--- src/rtl/axis_arb_pkg.sv ---
// Shared types and helpers for the AXI-stream round-robin arbiter.
package axis_arb_pkg;

  typedef enum logic {ARB = 1'b0, HOLD = 1'b1} arb_state_t;

  localparam int STAT_W = 32;
  localparam int PTR_W  = 5;

  // Wrap-around increment of a requester index; n is the requester count (1..16).
  function automatic logic [PTR_W-1:0] rr_next(input logic [PTR_W-1:0] ptr,
                                               input logic [PTR_W-1:0] n);
    logic [PTR_W-1:0] nxt;
    if ((ptr + 5'd1) >= n) begin
      nxt = 5'd0;
    end else begin
      nxt = ptr + 5'd1;
    end
    return nxt;
  endfunction

endpackage

--- src/rtl/axis_rr_pick.sv ---
// Combinational round-robin picker: rotate by rr_ptr, priority-encode, rotate back.
module axis_rr_pick
  import axis_arb_pkg::*;
#(
  parameter int NUM_IN = 4,
  parameter int ID_W   = 2
) (
  input  logic [NUM_IN-1:0] valid,
  input  logic [ID_W-1:0]   rr_ptr,
  output logic [ID_W-1:0]   pick,
  output logic              any_valid
);

  logic [NUM_IN-1:0] rot_s;
  logic [ID_W-1:0]   off_s;
  logic [ID_W:0]     sum_s;

  assign rot_s     = NUM_IN'({valid, valid} >> rr_ptr);
  assign any_valid = |valid;

  // Lowest set bit of the rotated vector is the first requester at or after rr_ptr.
  always_comb begin
    off_s = '0;
    for (int k = NUM_IN - 1; k >= 0; k--) begin
      off_s = rot_s[k] ? ID_W'(k) : off_s;
    end
  end

  // Undo the rotation modulo NUM_IN.
  always_comb begin
    sum_s = {1'b0, off_s} + {1'b0, rr_ptr};
    if (sum_s >= (ID_W + 1)'(NUM_IN)) begin
      pick = ID_W'(sum_s - (ID_W + 1)'(NUM_IN));
    end else begin
      pick = ID_W'(sum_s);
    end
  end

endmodule

--- src/rtl/axis_rr_arbiter.sv ---
// NUM_IN-to-1 AXI-stream round-robin arbiter with bounded bursts and a registered output.
// Define AXIS_ARB_STATS_EN to build the per-input saturating beat counters.
module axis_rr_arbiter
  import axis_arb_pkg::*;
#(
  parameter int DATA_WIDTH = 32,
  parameter int NUM_IN     = 4,
  parameter int BURST_MAX  = 4,
  parameter int ID_W       = (NUM_IN > 1) ? $clog2(NUM_IN) : 1
) (
  input  logic                         s_axis_aclk,
  input  logic                         s_axis_areset,
  input  logic [NUM_IN*DATA_WIDTH-1:0] s_axis_tdata,
  input  logic [NUM_IN-1:0]            s_axis_tvalid,
  output logic [NUM_IN-1:0]            s_axis_tready,
  output logic [DATA_WIDTH-1:0]        m_axis_tdata,
  output logic [ID_W-1:0]              m_axis_tid,
  output logic                         m_axis_tvalid,
  input  logic                         m_axis_tready,
  input  logic                         stat_clr,
  output logic [NUM_IN*STAT_W-1:0]     stat_beats
);

  localparam int BC_W = $clog2(BURST_MAX + 1);

  arb_state_t              state_r, state_nxt_s;
  logic [ID_W-1:0]         rr_ptr_r, rr_ptr_nxt_s;
  logic [ID_W-1:0]         gnt_idx_r, gnt_idx_nxt_s;
  logic [BC_W-1:0]         burst_cnt_r, burst_cnt_nxt_s, burst_inc_s;
  logic [DATA_WIDTH-1:0]   m_tdata_r;
  logic [ID_W-1:0]         m_tid_r;
  logic                    m_tvalid_r;
  logic [NUM_IN-1:0]       ready_s;
  logic [ID_W-1:0]         pick_s, sel_idx_s;
  logic                    any_valid_s, load_ok_s, gnt_valid_s, xfer_s;

  axis_rr_pick #(
    .NUM_IN (NUM_IN),
    .ID_W   (ID_W)
  ) u_pick (
    .valid     (s_axis_tvalid),
    .rr_ptr    (rr_ptr_r),
    .pick      (pick_s),
    .any_valid (any_valid_s)
  );

  assign load_ok_s     = ~m_tvalid_r | m_axis_tready;
  assign gnt_valid_s   = |(s_axis_tvalid & (NUM_IN'(1) << gnt_idx_r));
  assign burst_inc_s   = burst_cnt_r + BC_W'(1);
  assign s_axis_tready = s_axis_areset ? '0 : ready_s;
  assign xfer_s        = |(s_axis_tvalid & s_axis_tready);

  // Grant selection and next-state logic.
  always_comb begin
    ready_s         = '0;
    state_nxt_s     = state_r;
    rr_ptr_nxt_s    = rr_ptr_r;
    gnt_idx_nxt_s   = gnt_idx_r;
    burst_cnt_nxt_s = burst_cnt_r;
    sel_idx_s       = gnt_idx_r;
    case (state_r)
      ARB: begin
        sel_idx_s = pick_s;
        if (any_valid_s) begin
          ready_s = NUM_IN'(load_ok_s) << pick_s;
          if (load_ok_s) begin
            gnt_idx_nxt_s   = pick_s;
            rr_ptr_nxt_s    = ID_W'(rr_next(PTR_W'(pick_s), PTR_W'(NUM_IN)));
            burst_cnt_nxt_s = BC_W'(1);
            state_nxt_s     = (BURST_MAX > 1) ? HOLD : ARB;
          end else begin
            state_nxt_s = ARB;
          end
        end else begin
          state_nxt_s = ARB;
        end
      end
      HOLD: begin
        ready_s = NUM_IN'(load_ok_s) << gnt_idx_r;
        if (gnt_valid_s) begin
          if (load_ok_s) begin
            burst_cnt_nxt_s = burst_inc_s;
            state_nxt_s     = (burst_inc_s == BC_W'(BURST_MAX)) ? ARB : HOLD;
          end else begin
            state_nxt_s = HOLD;
          end
        end else begin
          // Granted source went idle: give up the rest of the burst (one bubble).
          state_nxt_s = ARB;
        end
      end
      default: begin
        state_nxt_s = ARB;
      end
    endcase
  end

  // State register and output register slice.
  always_ff @(posedge s_axis_aclk) begin
    if (s_axis_areset) begin
      state_r     <= ARB;
      rr_ptr_r    <= '0;
      gnt_idx_r   <= '0;
      burst_cnt_r <= '0;
      m_tdata_r   <= '0;
      m_tid_r     <= '0;
      m_tvalid_r  <= 1'b0;
    end else begin
      state_r     <= state_nxt_s;
      rr_ptr_r    <= rr_ptr_nxt_s;
      gnt_idx_r   <= gnt_idx_nxt_s;
      burst_cnt_r <= burst_cnt_nxt_s;
      if (xfer_s) begin
        m_tdata_r  <= s_axis_tdata[sel_idx_s*DATA_WIDTH +: DATA_WIDTH];
        m_tid_r    <= sel_idx_s;
        m_tvalid_r <= 1'b1;
      end else if (m_axis_tready) begin
        m_tvalid_r <= 1'b0;
      end
    end
  end

  assign m_axis_tdata  = m_tdata_r;
  assign m_axis_tid    = m_tid_r;
  assign m_axis_tvalid = m_tvalid_r;

`ifdef AXIS_ARB_STATS_EN
  logic [STAT_W-1:0] stat_r [NUM_IN];

  // Saturating accepted-beat counters; clear wins over an increment.
  always_ff @(posedge s_axis_aclk) begin
    for (int i = 0; i < NUM_IN; i++) begin
      if (s_axis_areset || stat_clr) begin
        stat_r[i] <= '0;
      end else if (xfer_s && (sel_idx_s == ID_W'(i)) && (stat_r[i] != 32'hFFFF_FFFF)) begin
        stat_r[i] <= stat_r[i] + 32'd1;
      end
    end
  end

  for (genvar g = 0; g < NUM_IN; g++) begin : g_stat
    assign stat_beats[g*STAT_W +: STAT_W] = stat_r[g];
  end
`else
  logic unused_stat_clr_s;
  assign unused_stat_clr_s = stat_clr;
  assign stat_beats        = '0;
`endif

endmodule

--- config.mk ---
export PLATFORM = sky130hd
export DESIGN_NAME = axis_rr_arbiter
export DESIGN_NICKNAME = d
export VERILOG_FILES = /design/src/rtl/axis_arb_pkg.sv /design/src/rtl/axis_rr_pick.sv /design/src/rtl/axis_rr_arbiter.sv
export SDC_FILE = /design/constraint.sdc
export NUM_CORES = 1
export LEC_CHECK = 0
export CAP_MARGIN = 40
export CORE_AREA = 2 2 118 120
export CTS_BUF_LIST = sky130_fd_sc_hd__clkbuf_8 sky130_fd_sc_hd__clkbuf_16
export CTS_CLUSTER_SIZE = 12
export DETAILED_ROUTE_END_ITERATION = 6
export DIE_AREA = 0 0 120 122
export HOLD_SLACK_MARGIN = 0.1
export PLACE_DENSITY = 0.86
export SLEW_MARGIN = 20
export SYNTH_ARGS = -nofsm -noshare
export SYNTH_HDL_FRONTEND = slang
export SYNTH_SLANG_ARGS = --single-unit
--- constraint.sdc ---
create_clock -name s_axis_aclk -period 3.07 [get_ports s_axis_aclk]
set_clock_uncertainty 0.05 [all_clocks]
set_input_delay 0.4605 -clock s_axis_aclk [delete_from_list [all_inputs] [get_ports s_axis_aclk]]
set_output_delay 0.4605 -clock s_axis_aclk [all_outputs]
set_load 0.005 [all_outputs]
==> summary.md <==
| Metric | Value |
|---|---|
| Status | finished, violations left |
| Failing checks | setup timing |
| Antenna diode count | 0 |
| CTS tree | yes |
| DRC viols | 0 |
| Crit path max-delay family | buffers and inverters |
| Critical Path Max Stage Delay | 0.51 ns |
| Clk_lat worst skew | 0.29 ns |
| Switching Share | 0.452 |
| First-pass GRT wire length | 21200 µm |
| R2r setup slk | 0.01 ns |
| P_int | 3.00 mW |
| Crit path buf inv count | 7 |
| Die area | 0.0146 mm² |
| Die Y | 122 µm |
| Gr usage total | 0.185 |
| Layout Nets | 879 |
| Cell Chain, Critical Path | buf_6 > or4_1 > o211ai_1 > ha_2 > xor2_2 > buf_4 > xnor2_4 > buf_6 > buf_6 > buf_6 > a32oi_4 > a31oi_4 > buf_6 > buf_12 > a32o_1 |
| Hold path depth | 1 |
| Psw | 2.48 mW |
| Clock root buffer | clkbuf_16 |
| PD cells | 859 mW/mm² |
| DRT iter0 DRCs | 237 |
| Netlist cell types | 47 |
| Placed insts | 898 |
| Number of synthesized flops with an enable pin | 0 |
| WP data arrival | 3.20 ns |
| Vias after detailed routing | 4419 |
| Yosys warns | 0 |
| Post-DRT Antenna Nets | 0 |
| Wire per inst | 15.6 µm |
| Worst EP required | 3.20 ns |
| Share of layout cells above drive strength 1 | 0.133 |
| Largest net degree at the start of global routing | 46 |
| Clock Pin Slew Worst Setup and Hold Paths | 0.06 ns |
| CP Depth | 15 |
| TritonCTS buffer count | 5 |
| Reg2reg start | rr_ptr_r[0]$_SDFFE_PP0P_ |
| Worst hold path class | reg -> reg |
| Area leader, netlist | o211ai_1 |
| Initial antenna violation count | 0 |
| H-tree levels | 2 |
| Worst hold slack | 0.414 ns |
| I/O Buffers | 173 |
| Crit path max fanout | 6 |
| Main synth FF type | dfxtp_1 |
| Setup CP Type | in -> reg |
| Maximum vdd drop | 438 µV |
| Cells after Synth | 551 |
| Fin crit share | 1.00 |
| Count of endpoints failing setup in the final report | 1 |
| Seq/Total Area, Yosys | 0.200 |
| Fin cells | 919 |
| FF+latch count, synth | 43 |
| Vias in the first global route | 4004 |
| Die W | 120 µm |
| Worst hold path endpoint | m_axis_tdata[26]$_SDFFE_PP0P_ |
| Area contributors post-synth | o211ai_1 23%, buf_4 22%, dfxtp_1 20%, a32o_1 7.7%, inv_1 5.8% |
| Total gr overflow | 0 |
| Hold Fails Final Rpt | 0 |
| Slowest cell on crit path | or4_1 |
| Fmax | 326 MHz |
| Routability Congestion | 0.845 |
| RR Endpoint | m_axis_tdata[16]$_SDFFE_PP0P_ |
| Slew Viols, Final | 0 |
| Final WS setup | -0.00194 ns |
| Logic pwr share | 0.744 |
| Initial Util | 0.319 |
| Hold path startpoint | m_axis_tdata[26]$_SDFFE_PP0P_ |
| Cell Rows | 43 |
| Vias per cell | 4.81 |
| CP Launch Type | input pin |
| Maxcap violations | 0 |
| Post-synth ARST share | 0 |
| Worst reg-to-reg path cell count | 14 |
| Core area | 0.0135 mm² |
| Avg Cell Area, Syn | 7.83 µm² |
| RSZ-0062 raised after global routing | true |
| Synthesized cell area | 0.00431 mm² |
| Area Overhead vs Synth | 47.9% |
| CTS Buffer Depth | 2 |
| Routed wire length | 14400 µm |
| Top cell type's share of synthesized area | 0.230 |
| Setup TNS | -0.00194 ns |
| Worst-Margin Slew | 0.659 ns |
| Worst path most repeated cell | buf_6 |
| Leakage | 2.65 nW |
| Clock network power share | 0.101 |
| Dpl hpwl | 10200 µm |
| Slew HR | 0.557 |
| Drt pass-1 iters | 4 |
| CP endpoint kind | register |
| Register share of total power | 0.155 |
| Boundary Pins | 303 |
| Hold buffer count at cts | 0 |
| Tmin final | 3.07 ns |
| Clock sink count | 43 |
## metrics by stage
step | instance area (µm²) | util | worst slack [ns] | power, mW
finish | 6380 | 0.473 | -0.00194 | 5.48
detailed placement | 5980 | 0.443 | -0.741 | 4.48
global placement | 5980 | 0.443 | -0.645 | 4.41
global route | 6380 | 0.473 | -0.0828 | 5.86
CTS | 6330 | 0.469 | -0.0347 | 5.37
floorplan | 4790 | - | 0.0936 | 3.10
## final cells by class
type	instances	area [µm²]
Inverter	67	251
Fill cell	1303	7120
Clock inverter	1	5.00
Multi-Input combinational cell	389	2560
Tap cell	180	225
Sequential cell	43	866
Clock buffer	6	139
Timing Repair Buffer	233	2330
## cells by family (layout without fill, tap and decap cells)
group	Yosys count	after routing	synth area share
buffers and inverters	246	307	0.340
AO/OA/AOI/OAI	191	191	0.359
AND/OR/NAND/NOR	60	60	0.0740
flip-flops	43	43	0.200
adder cells (fa/ha/maj)	4	4	0.0116
XOR/XNOR	3	3	0.00783
multiplexers	3	3	0.00725
other	1	128	0.000869
## cells in the final DEF, fill, tap and decap left out, types with 3 or more instances in the layout
master / instances
buf_2: 3
clkdlybuf4s50_1: 165
a32o_1: 32
a21oi_1: 5
conb_1: 128
ha_1: 3
clkbuf_16: 5
o211ai_1: 132
buf_4: 40
buf_12: 7
nor3_1: 8
nand2_1: 9
nor2b_1: 3
buf_8: 4
nand2b_1: 3
inv_1: 66
dfxtp_1: 41
buf_6: 11
nor2_1: 18
## synthesized netlist by cell type (4+ instances only)
master and n:
inv_1 67, nand2b_1 4, buf_4 129, buf_2 12, nor3_1 9, ha_1 4, clkbuf_1 32, nor2_1 19
a32o_1 33, nand2_1 9, nor2b_1 4, o211ai_1 132, a21oi_1 6, dfxtp_1 43, buf_6 6
## how the worst max path moves through the flow
stage / from / endpoint
after floorplan: s_axis_tvalid[0] / m_axis_tdata[10]$_SDFFE_PP0P_
after global placement: s_axis_tvalid[3] / s_axis_tready[3]
after detailed placement: s_axis_tvalid[3] / s_axis_tready[3]
after CTS: s_axis_tvalid[3] / m_axis_tdata[16]$_SDFFE_PP0P_
after global routing: rr_ptr_r[0]$_SDFFE_PP0P_ / m_axis_tdata[16]$_SDFFE_PP0P_
final: s_axis_tvalid[0] / m_axis_tdata[16]$_SDFFE_PP0P_
## power by group through the flow
| stage | registers (mW) | logic, mW | clock network [mW] |
|---|---|---|---|
| 2_1_floorplan | 0.818 | 2.29 | 0 |
| 3_3_place_gp | 0.847 | 3.56 | 0 |
| 3_5_place_dp | 0.851 | 3.63 | 0 |
| 4_1_cts | 0.846 | 3.95 | 0.570 |
| 5_1_grt | 0.870 | 4.40 | 0.587 |
| 6_report | 0.849 | 4.08 | 0.552 |
## repair_timing
action	4_1_cts	5_1_grt
cloned	2	1
setup endpoints to repair	39	36
gates resized for setup	55	19
setup buffers	9	5
pin swaps	13	28
## registers in the layout, summed over array words and instances, names as in the netlist
name and cells:
burst_cnt_r 3, gnt_idx_r 2, m_axis_tdata 32, m_axis_tid 2, m_axis_tvalid 1, rr_ptr_r 2
state_r 1
## per-layer routing
metal  vias up  GRT usage  part of all wire
li1       2118          -                 -
met2       211      0.334              0.51
met5         -          0                 0
met1      2079      0.228              0.42
met3        11     0.0318             0.061
met4         0     0.0485             0.010
(Power assumes the default switching activity.)
